File: config.mk
export PLATFORM = sky130hd
export DESIGN_NAME = condicionador_sensores
export DESIGN_NICKNAME = d
export VERILOG_FILES = /design/src/rtl/condicionador_sensores.sv
export SDC_FILE = /design/constraint.sdc
export NUM_CORES = 1
export LEC_CHECK = 0
export ABC_CLOCK_PERIOD_IN_PS = 2900
export CORE_AREA = 2 2 63 65
export DETAILED_ROUTE_END_ITERATION = 7
export DIE_AREA = 0 0 65 67
export PLACE_DENSITY = 0.6
export SYNTH_ARGS = -nofsm -noshare
export SYNTH_HDL_FRONTEND = slang
export SYNTH_SLANG_ARGS = --single-unit
File: constraint.sdc
create_clock -name clock -period 2.9 [get_ports clock]
set_clock_uncertainty 0.15 [all_clocks]
set_input_delay 0.435 -clock clock [delete_from_list [all_inputs] [get_ports clock]]
set_output_delay 0.435 -clock clock [all_outputs]
set_load 0.02 [all_outputs]
File: src/rtl/condicionador_sensores.sv
// rtl/condicionador_sensores.sv - synchronizer + tick-based debouncer for the four navigation sensors
//
// Purpose: takes four raw asynchronous, bouncy sensor lines, brings each into
// the clock domain through a 2-flop synchronizer and debounces it on a shared
// sample tick, so the navigation FSM sees clean levels.
//
// Ports:
//   clock         system clock, all state on the rising edge
//   reset         synchronous active-high reset
//   head_bruto    raw front-obstacle sensor (async)
//   left_bruto    raw left-obstacle sensor (async)
//   under_bruto   raw floor sensor (async)
//   rubble_bruto  raw rubble sensor (async)
//   head/left/under/rubble  debounced levels
//   mudou         one-clock pulse when any debounced level changes
//   pronto        high once the filters have seen DEB_CYCLES ticks after reset
module condicionador_sensores #(
  parameter int DEB_CYCLES = 8,
  parameter int SAMPLE_DIV = 4
) (
  input  logic clock,
  input  logic reset,
  input  logic head_bruto,
  input  logic left_bruto,
  input  logic under_bruto,
  input  logic rubble_bruto,
  output logic head,
  output logic left,
  output logic under,
  output logic rubble,
  output logic mudou,
  output logic pronto
);

  localparam int CW = $clog2(DEB_CYCLES + 1);
  localparam int PW = (SAMPLE_DIV > 1) ? $clog2(SAMPLE_DIV) : 1;
  localparam logic [CW-1:0] CNT_LAST   = CW'(DEB_CYCLES - 1);
  localparam logic [CW-1:0] SETTLE_MAX = CW'(DEB_CYCLES);
  localparam logic [PW-1:0] PRESC_LAST = PW'(SAMPLE_DIV - 1);

  // Channel order in all vectors: bit0 head, bit1 left, bit2 under, bit3 rubble.
  logic [3:0]    raw;
  logic [3:0]    sync1_q, sync2_q;
  logic [PW-1:0] presc_q, presc_d;
  logic          tick;
  logic [CW-1:0] cnt_q [4];
  logic [CW-1:0] cnt_d [4];
  logic [3:0]    out_q, out_d;
  logic [CW-1:0] settle_q, settle_d;
  logic          mudou_q, mudou_d;
  logic          pronto_q, pronto_d;

  assign raw = {rubble_bruto, under_bruto, left_bruto, head_bruto};

  // With SAMPLE_DIV=1 the prescaler sits at 0 and PRESC_LAST is 0, so tick stays high.
  assign tick = (presc_q == PRESC_LAST);

  always_comb begin
    presc_d  = tick ? '0 : presc_q + PW'(1);
    out_d    = out_q;
    settle_d = settle_q;
    for (int ch = 0; ch < 4; ch++) begin
      cnt_d[ch] = cnt_q[ch];
      if (tick) begin
        if (sync2_q[ch] != out_q[ch]) begin
          // Flip only after DEB_CYCLES consecutive differing ticks; counter never passes CNT_LAST.
          if (cnt_q[ch] == CNT_LAST) begin
            out_d[ch] = sync2_q[ch];
            cnt_d[ch] = '0;
          end else begin
            cnt_d[ch] = cnt_q[ch] + CW'(1);
          end
        end else begin
          cnt_d[ch] = '0;
        end
      end
    end
    if (tick && (settle_q != SETTLE_MAX)) begin
      settle_d = settle_q + CW'(1);
    end
    // A single pulse covers any number of channels flipping on the same tick.
    mudou_d  = |(out_d ^ out_q);
    pronto_d = pronto_q | (settle_q == SETTLE_MAX);
  end

  always_ff @(posedge clock) begin
    if (reset) begin
      sync1_q  <= '0;
      sync2_q  <= '0;
      presc_q  <= '0;
      out_q    <= '0;
      settle_q <= '0;
      mudou_q  <= 1'b0;
      pronto_q <= 1'b0;
      for (int ch = 0; ch < 4; ch++) begin
        cnt_q[ch] <= '0;
      end
    end else begin
      sync1_q  <= raw;
      sync2_q  <= sync1_q;
      presc_q  <= presc_d;
      out_q    <= out_d;
      settle_q <= settle_d;
      mudou_q  <= mudou_d;
      pronto_q <= pronto_d;
      for (int ch = 0; ch < 4; ch++) begin
        cnt_q[ch] <= cnt_d[ch];
      end
    end
  end

  assign head   = out_q[0];
  assign left   = out_q[1];
  assign under  = out_q[2];
  assign rubble = out_q[3];
  assign mudou  = mudou_q;
  assign pronto = pronto_q;

endmodule

Yosys cells after proc, flatten, opt, wreduce, memory -nomap -nowiden
Memories as Yosys holds them, arrays and structs flattened.
Cells that the tools add are included.
- memory bits (writable): 16
- output and inout bits: 6
- input port bits: 6
- register bits: 20
- memories kept: 1
- word-level logic and storage cells: 65
- memory list (name ; depth ; width ; read ports ; clocked after Yosys merged registers in ; wr ports ; RTL line ; text):
    cnt_q ; 4 ; 4 ; 4 ; 0 ; 4 ; 46 ; logic [CW-1:0] cnt_q [4];
- add/sub/neg operators: 6
- bitwise logic cells: 6
- reductions and logical operators: 3
- eq/ne operators: 11
- multiplexer cells: 31
- operators with widths (cell ; number):
    2-to-1 mux 4 bit ; 16
    adder 4 x 1 -> 4 bit, second input constant ; 5
    equality test 4 x 3 -> 1 bit, second input constant ; 4
    2-to-1 mux 1 bit ; 15
    bitwise OR 1 bit ; 5
    equality test 4 bit, second input constant ; 1
    != test 1 bit ; 4
    != test 4 bit, second input constant ; 1
    OR reduction 4 bit ; 1
    XOR 4 bit ; 1
    adder 2 x 1 -> 2 bit, second input constant ; 1
    equality test 2 bit, second input constant ; 1
    OR reduction 2 bit ; 1
    logical AND 1 bit ; 1

Depth between registers and ports, before layout
Gate-level depths: netlist (run 1).
- depth in word-level cells: 6
- mapped depth: 6
- depth with buffers taken out: 5

Worst setup path after synthesis (run 1)
No wires, ideal clock.
- path type: register to register
- from: memory cnt_q[3][0] in the netlist's numbering
- to: memory cnt_q[3][3] in the netlist's numbering
- buffers on the path: 0
- setup slack: 1379 ps
- cell stages (with the launch flop): 5
- library setup time: 75 ps
- data required time: 2675 ps
- period minus slack after synthesis: 1521 ps
- arrival time: 1296 ps
- cells stage by stage: dfxtp_1 -> ha_1 -> and3b_1 -> or4b_1 -> o22ai_1
- RTL lines (what ; RTL line):
    from (decl) ; 46

==> results of run 1 <==
==> layout make-up <==
type,count,area [µm²],share of cell area
multi-input combinational,121,802,0.436
sequential,36,721,0.392
timing repair buffer,13,125,0.0681
clock buffer,7,96.3,0.0524
tap,48,60.1,0.0327
inverter,9,33.8,0.0184
==> through the flow <==
step / cell area [µm²] / utilization / cells / total power [mW]
after floorplan: 1590 / - / 174 / 0.557
after global placement: 1740 / 0.483 / 227 / 0.573
after detailed placement: 1740 / 0.483 / 227 / 0.576
after CTS: 1840 / 0.510 / 234 / 0.959
after global routing: 1840 / 0.510 / 234 / 0.988
final: 1840 / 0.510 / 234 / 0.943
==> sequential cells by signal (all words and copies together), names as in the netlist <==
name,cells
mudou,1
presc_q,2
settle_q,4
cnt_q,16
sync2_q,4
sync1_q,4
pronto,1
out_q,4
==> logic make-up after synthesis <==
| kind of cell | share of synthesized area |
|---|---|
| mux | 0.0252 |
| compound gates | 0.123 |
| xor+xnor | 0.0378 |
| flops | 0.454 |
| fa+ha+maj | 0.0551 |
| buf+inv | 0.0417 |
| simple gates | 0.264 |
==> metal layers <==
| layer | track usage | up-vias |
|---|---|---|
| li1 | - | 640 |
| met1 | 0.180 | 603 |
| met2 | 0.262 | 18 |
| met3 | 0.0557 | 4 |
| met4 | 0.0878 | 0 |
| met5 | 0 | - |
==> cells in the final DEF, fill, tap and decap left out, types with 2 or more instances in the layout <==
| cell type | count |
|---|---|
| ha_1 | 7 |
| and3b_1 | 4 |
| nand2_1 | 16 |
| o21ai_0 | 5 |
| xor2_1 | 4 |
| nor2_1 | 7 |
| clkbuf_8 | 7 |
| buf_4 | 2 |
| a32oi_1 | 2 |
| or4b_1 | 2 |
| inv_1 | 8 |
| nand3_1 | 12 |
| a21oi_1 | 16 |
| clkdlybuf4s50_1 | 11 |
| nand2b_1 | 3 |
| nand4_1 | 2 |
| nor2b_1 | 9 |
| dfxtp_1 | 36 |
| nor3_1 | 2 |
| nand3b_1 | 2 |
| o22ai_1 | 2 |
| mux2i_1 | 4 |
| o32ai_1 | 3 |
| nand4b_1 | 5 |
==> power groups by stage <==
stage | registers (mW) | logic (mW) | clock network, mW
6_report | 0.511 | 0.0534 | 0.379
5_1_grt | 0.511 | 0.0598 | 0.417
4_1_cts | 0.510 | 0.0542 | 0.394
3_5_place_dp | 0.522 | 0.0541 | 0
3_3_place_gp | 0.521 | 0.0518 | 0
2_1_floorplan | 0.520 | 0.0368 | 0
==> worst paths after layout <==
| check | to | from | depth (start not counted) |
|---|---|---|---|
| max | cnt_q[3][3] | presc_q[0] | 4 |
| min | sync2_q[1] | sync1_q[1] | 1 |
| max reg2reg | cnt_q[3][3] | presc_q[0] | 4 |
| min reg2reg | sync2_q[1] | sync1_q[1] | 1 |
==> synth_stat cells (2+ instances only) <==
cell type	instances
inv_1	8
a32oi_1	2
nor3_1	2
nor2b_1	9
nand2b_1	3
o22ai_1	2
or4b_1	2
nand3_1	12
dfxtp_1	36
nand4b_1	5
mux2i_1	4
buf_2	2
nor2_1	7
nand4_1	2
a21oi_1	16
ha_1	7
o21ai_0	5
clkbuf_1	5
nand3b_1	2
xor2_1	4
nand2_1	16
and3b_1	4
o32ai_1	3
==> impl_metrics.json, run 1 <==
{
  "synth_warnings": 0,
  "drive_gt1_frac": 0.0699,
  "hold_viol_final": 0,
  "drtIter0Drc": 79,
  "clock_sinks": 36,
  "clk_latency_ps": 280,
  "yosys.area.top_type": "dfxtp_1",
  "syn_nets": 187,
  "rsz0062_at_grt": "false",
  "crit_path_end_kind": "flop",
  "synth_edf_count": 0,
  "wl_met1_um": 1400,
  "place_hpwl_um": 1910,
  "start_util": 0.441,
  "worst_pin_slew_ps": 540,
  "crit_arrival_ps": 2120,
  "critPathBufInv": 1,
  "h-tree-depth": 2,
  "holdWs_ps": 291,
  "setup_viol": 0,
  "switching_power_mw": 0.206,
  "path_class": "flop to flop",
  "power_density_nw_per_um2": 513,
  "antenna_left": 0,
  "cpPeakStageDelay_ps": 570,
  "switching_share": 0.219,
  "die_area_um2": 4360,
  "ios": 12,
  "yosysSeqAreaShare": 0.454,
  "synthesis.area_um2": 1590,
  "via_count": 1265,
  "cts_resized": 0,
  "grt_usage": 0.159,
  "antenna_found_initial": 0,
  "status": "complete, no violations",
  "fillers": 349,
  "core_um2": 3610,
  "drt_pass1_iterations": 4,
  "clock_power_share": 0.402,
  "finalWorstSetupSlack_ps": 837,
  "hold_buffers": 0,
  "p_int_mw": 0.737,
  "regToRegSetupSlack_ps": 840,
  "grt_max_degree": 37,
  "async_flop_share": 0,
  "hp-class": "flop to flop",
  "synth.area.top_cells": "dfxtp_1 45%, ha_1 5.5%, a21oi_1 5.0%, nand3_1 3.8%, nand2_1 3.8%",
  "slew_viol_final": 0,
  "clockRootBuffer": "clkbuf_8",
  "period_share": 0.712,
  "die_w_um": 65,
  "syn_avg_cell_area_um2": 9.13,
  "critical-path-top-delay-family": "simple AND/OR/NAND/NOR gates",
  "cp_max_fo": 19,
  "grt_pass1_wl_um": 5150,
  "worst_ep_required_time_ps": 2960,
  "die_h_um": 67,
  "nets": 199,
  "path_clk_slew_ps": 70,
  "gp_congestion": 0.754,
  "port_buffers": 11,
  "remaining_drc_errors": 0,
  "synthFlopType": "dfxtp_1",
  "cts_buffer_depth": 2,
  "core.rowCount": 22,
  "dp_slack_ps": 842,
  "top_layer_used": "met4",
  "ys_ff_latch": 36,
  "fmax_mhz": 485,
  "power.leakage_nw": 0.687,
  "cts_inserted_buffers": 5,
  "crit_path_cell_trace": "ha_1, inv_2, or4b_1, o22ai_1",
  "area_delta_synth_final_pct": 15.7,
  "p_comb_frac": 0.057,
  "netlist_instances": 174,
  "max-cap-violations": 0,
  "setup-tns-final_ps": 0,
  "met2_length_um": 1410,
  "cts_tree": "built",
  "synth_top_area_share": 0.454,
  "grt_overflow_total": 0,
  "viasPerCell": 5.41,
  "ir_drop_mv": 0.314,
  "wire_per_inst_um": 12.7,
  "critical_path.slowest_cell": "or4b_1",
  "yosysUniqueCellTypes": 39,
  "relSlewSlack": 0.640,
  "post_cts.repair.setup_buffers": 0,
  "first_global_vias": 1210,
  "start_kind": "flop",
  "num_antenna_cells": 0,
  "power_frac_seq": 0.541,
  "period_minus_slack_ps": 2060,
  "drt_wl_total_um": 2970,
  "route.met3.wl_um": 95
}
No activity file was read; power rests on OpenSTA's default activity.
==> inputs of run 2 (changes only) <==
- ABC_CLOCK_PERIOD_IN_PS: 2900 -> 2100
- clock period: 2.9 -> 2.1 ns (I/O delays scaled with it)
==> impl_metrics.json, run 2 (synthesis results as in run 1) <==
{
  "status": "complete, no violations",
  "port_buffers": 11,
  "nets": 201,
  "min_to": "presc_q[0]",
  "ios": 12,
  "remaining_drc_errors": 0,
  "grt_pass1_wl_um": 5040,
  "cp_max_fo": 4,
  "critical_path.slowest_cell": "clkdlybuf4s50_1",
  "power.leakage_nw": 0.701,
  "num_antenna_cells": 0,
  "hold_buffers": 0,
  "die_area_um2": 4360,
  "start_kind": "flop",
  "start_util": 0.441,
  "regToRegSetupSlack_ps": 390,
  "post_cts.repair.setup_buffers": 0,
  "regMostFlops": "cnt_q",
  "r2r_cells": 4,
  "clk_latency_ps": 290,
  "layout_commonest_cell": "dfxtp_1",
  "worst_ep_required_time_ps": 1630,
  "die_w_um": 65,
  "path_clk_slew_ps": 80,
  "crit_arrival_ps": 1310,
  "gp_congestion": 0.756,
  "hold_viol_final": 0,
  "drive_gt1_frac": 0.0847,
  "crit_path_end_kind": "output port",
  "place_hpwl_um": 1990,
  "holdPathStages": 1,
  "viasPerCell": 5.27,
  "clockRootBuffer": "clkbuf_8",
  "wire_per_inst_um": 12.2,
  "drt_wl_total_um": 2890,
  "grt_usage": 0.155,
  "cts_resized": 0,
  "antenna_found_initial": 0,
  "die_h_um": 67,
  "core.rowCount": 22,
  "grt_overflow_total": 0,
  "max-cap-violations": 0,
  "cts_tree": "built",
  "holdWs_ps": 275,
  "antenna_left": 0,
  "first_global_vias": 1181,
  "hold_start": "presc_q[0]",
  "power_density_nw_per_um2": 739,
  "hp-class": "flop to flop",
  "path_class": "flop to output port",
  "largest_reg_flops": 16,
  "fin_util": 0.518,
  "slew_viol_final": 0,
  "period_minus_slack_ps": 1780,
  "rsz0062_at_grt": "false",
  "setup_viol": 0,
  "cts_buffer_depth": 2,
  "r2r-start": "presc_q[0]",
  "setup-tns-final_ps": 0,
  "final_cell_mix": "36 x dfxtp_1, 16 x nand2_1, 16 x a21oi_1",
  "fmax_mhz": 562,
  "ir_drop_mv": 0.378,
  "relSlewSlack": 0.681,
  "grt_max_degree": 22,
  "cpPeakStageDelay_ps": 630,
  "worst_pin_slew_ps": 477,
  "clock_sinks": 36,
  "period_share": 0.847,
  "drt_pass1_iterations": 4,
  "via_count": 1248,
  "drtIter0Drc": 73,
  "rr_endpoint": "cnt_q[0][0]",
  "core_um2": 3610,
  "area_delta_synth_final_pct": 17.6,
  "critical-path-top-delay-family": "buffers and inverters",
  "crit_path_cell_trace": "clkdlybuf4s50_1",
  "h-tree-depth": 2,
  "critPathBufInv": 1,
  "cts_inserted_buffers": 5
}
## run 2: cell count changes in the layout (fill, tap and decap cells not counted)
cell / delta
clkinv_2: +1
buf_4: +2
bufinv_16: +1
clkinvlp_4: +1
clkbuf_8: -2
## run 2: where the power goes
part	switching (mW)	internal, mW	leakage, nW
logic	0.0440	0.0310	0.355
clock network	0.250	0.351	0.0541
registers	0.00733	0.697	0.292
total	0.302	1.08	0.701
## run 2: through the flow
stage               setup slack, ps  area (µm²)  power [mW]  cells
floorplan                       579        1590       0.769    174
global placement                440        1760       0.795    229
detailed placement              401        1760       0.796    229
CTS                             298        1870        1.40    237
global route                    229        1870        1.45    237
finish                          322        1870        1.38    237
## run 2: final cells by class
| class | count | area (µm²) |
|---|---|---|
| inverter | 9 | 33.8 |
| tap | 48 | 60.1 |
| clock inverter | 3 | 42.5 |
| sequential | 36 | 721 |
| fill | 344 | 1740 |
| multi-input combinational | 121 | 802 |
| clock buffer | 5 | 68.8 |
| timing repair buffer | 15 | 140 |
## run 2: worst max-delay path by stage
stage	start	end	slack, ps	depth (start not counted)
global route	presc_q[0]	cnt_q[0][0]	230	4
global placement	presc_q[0]	cnt_q[3][0]	440	4
floorplan	cnt_q[3][0]	cnt_q[3][3]	580	4
CTS	out_q[0]	head	300	1
finish	out_q[0]	head	320	1
detailed placement	presc_q[0]	cnt_q[0][0]	400	4
## run 2: per-layer routing
layer  up-vias  routed length (µm)  GRT usage
met5         -                   0          0
met4         0                  24     0.0718
met3         2                 136     0.0557
met2        26                1400      0.265
met1       577                1330      0.171
li1        643                   -          -
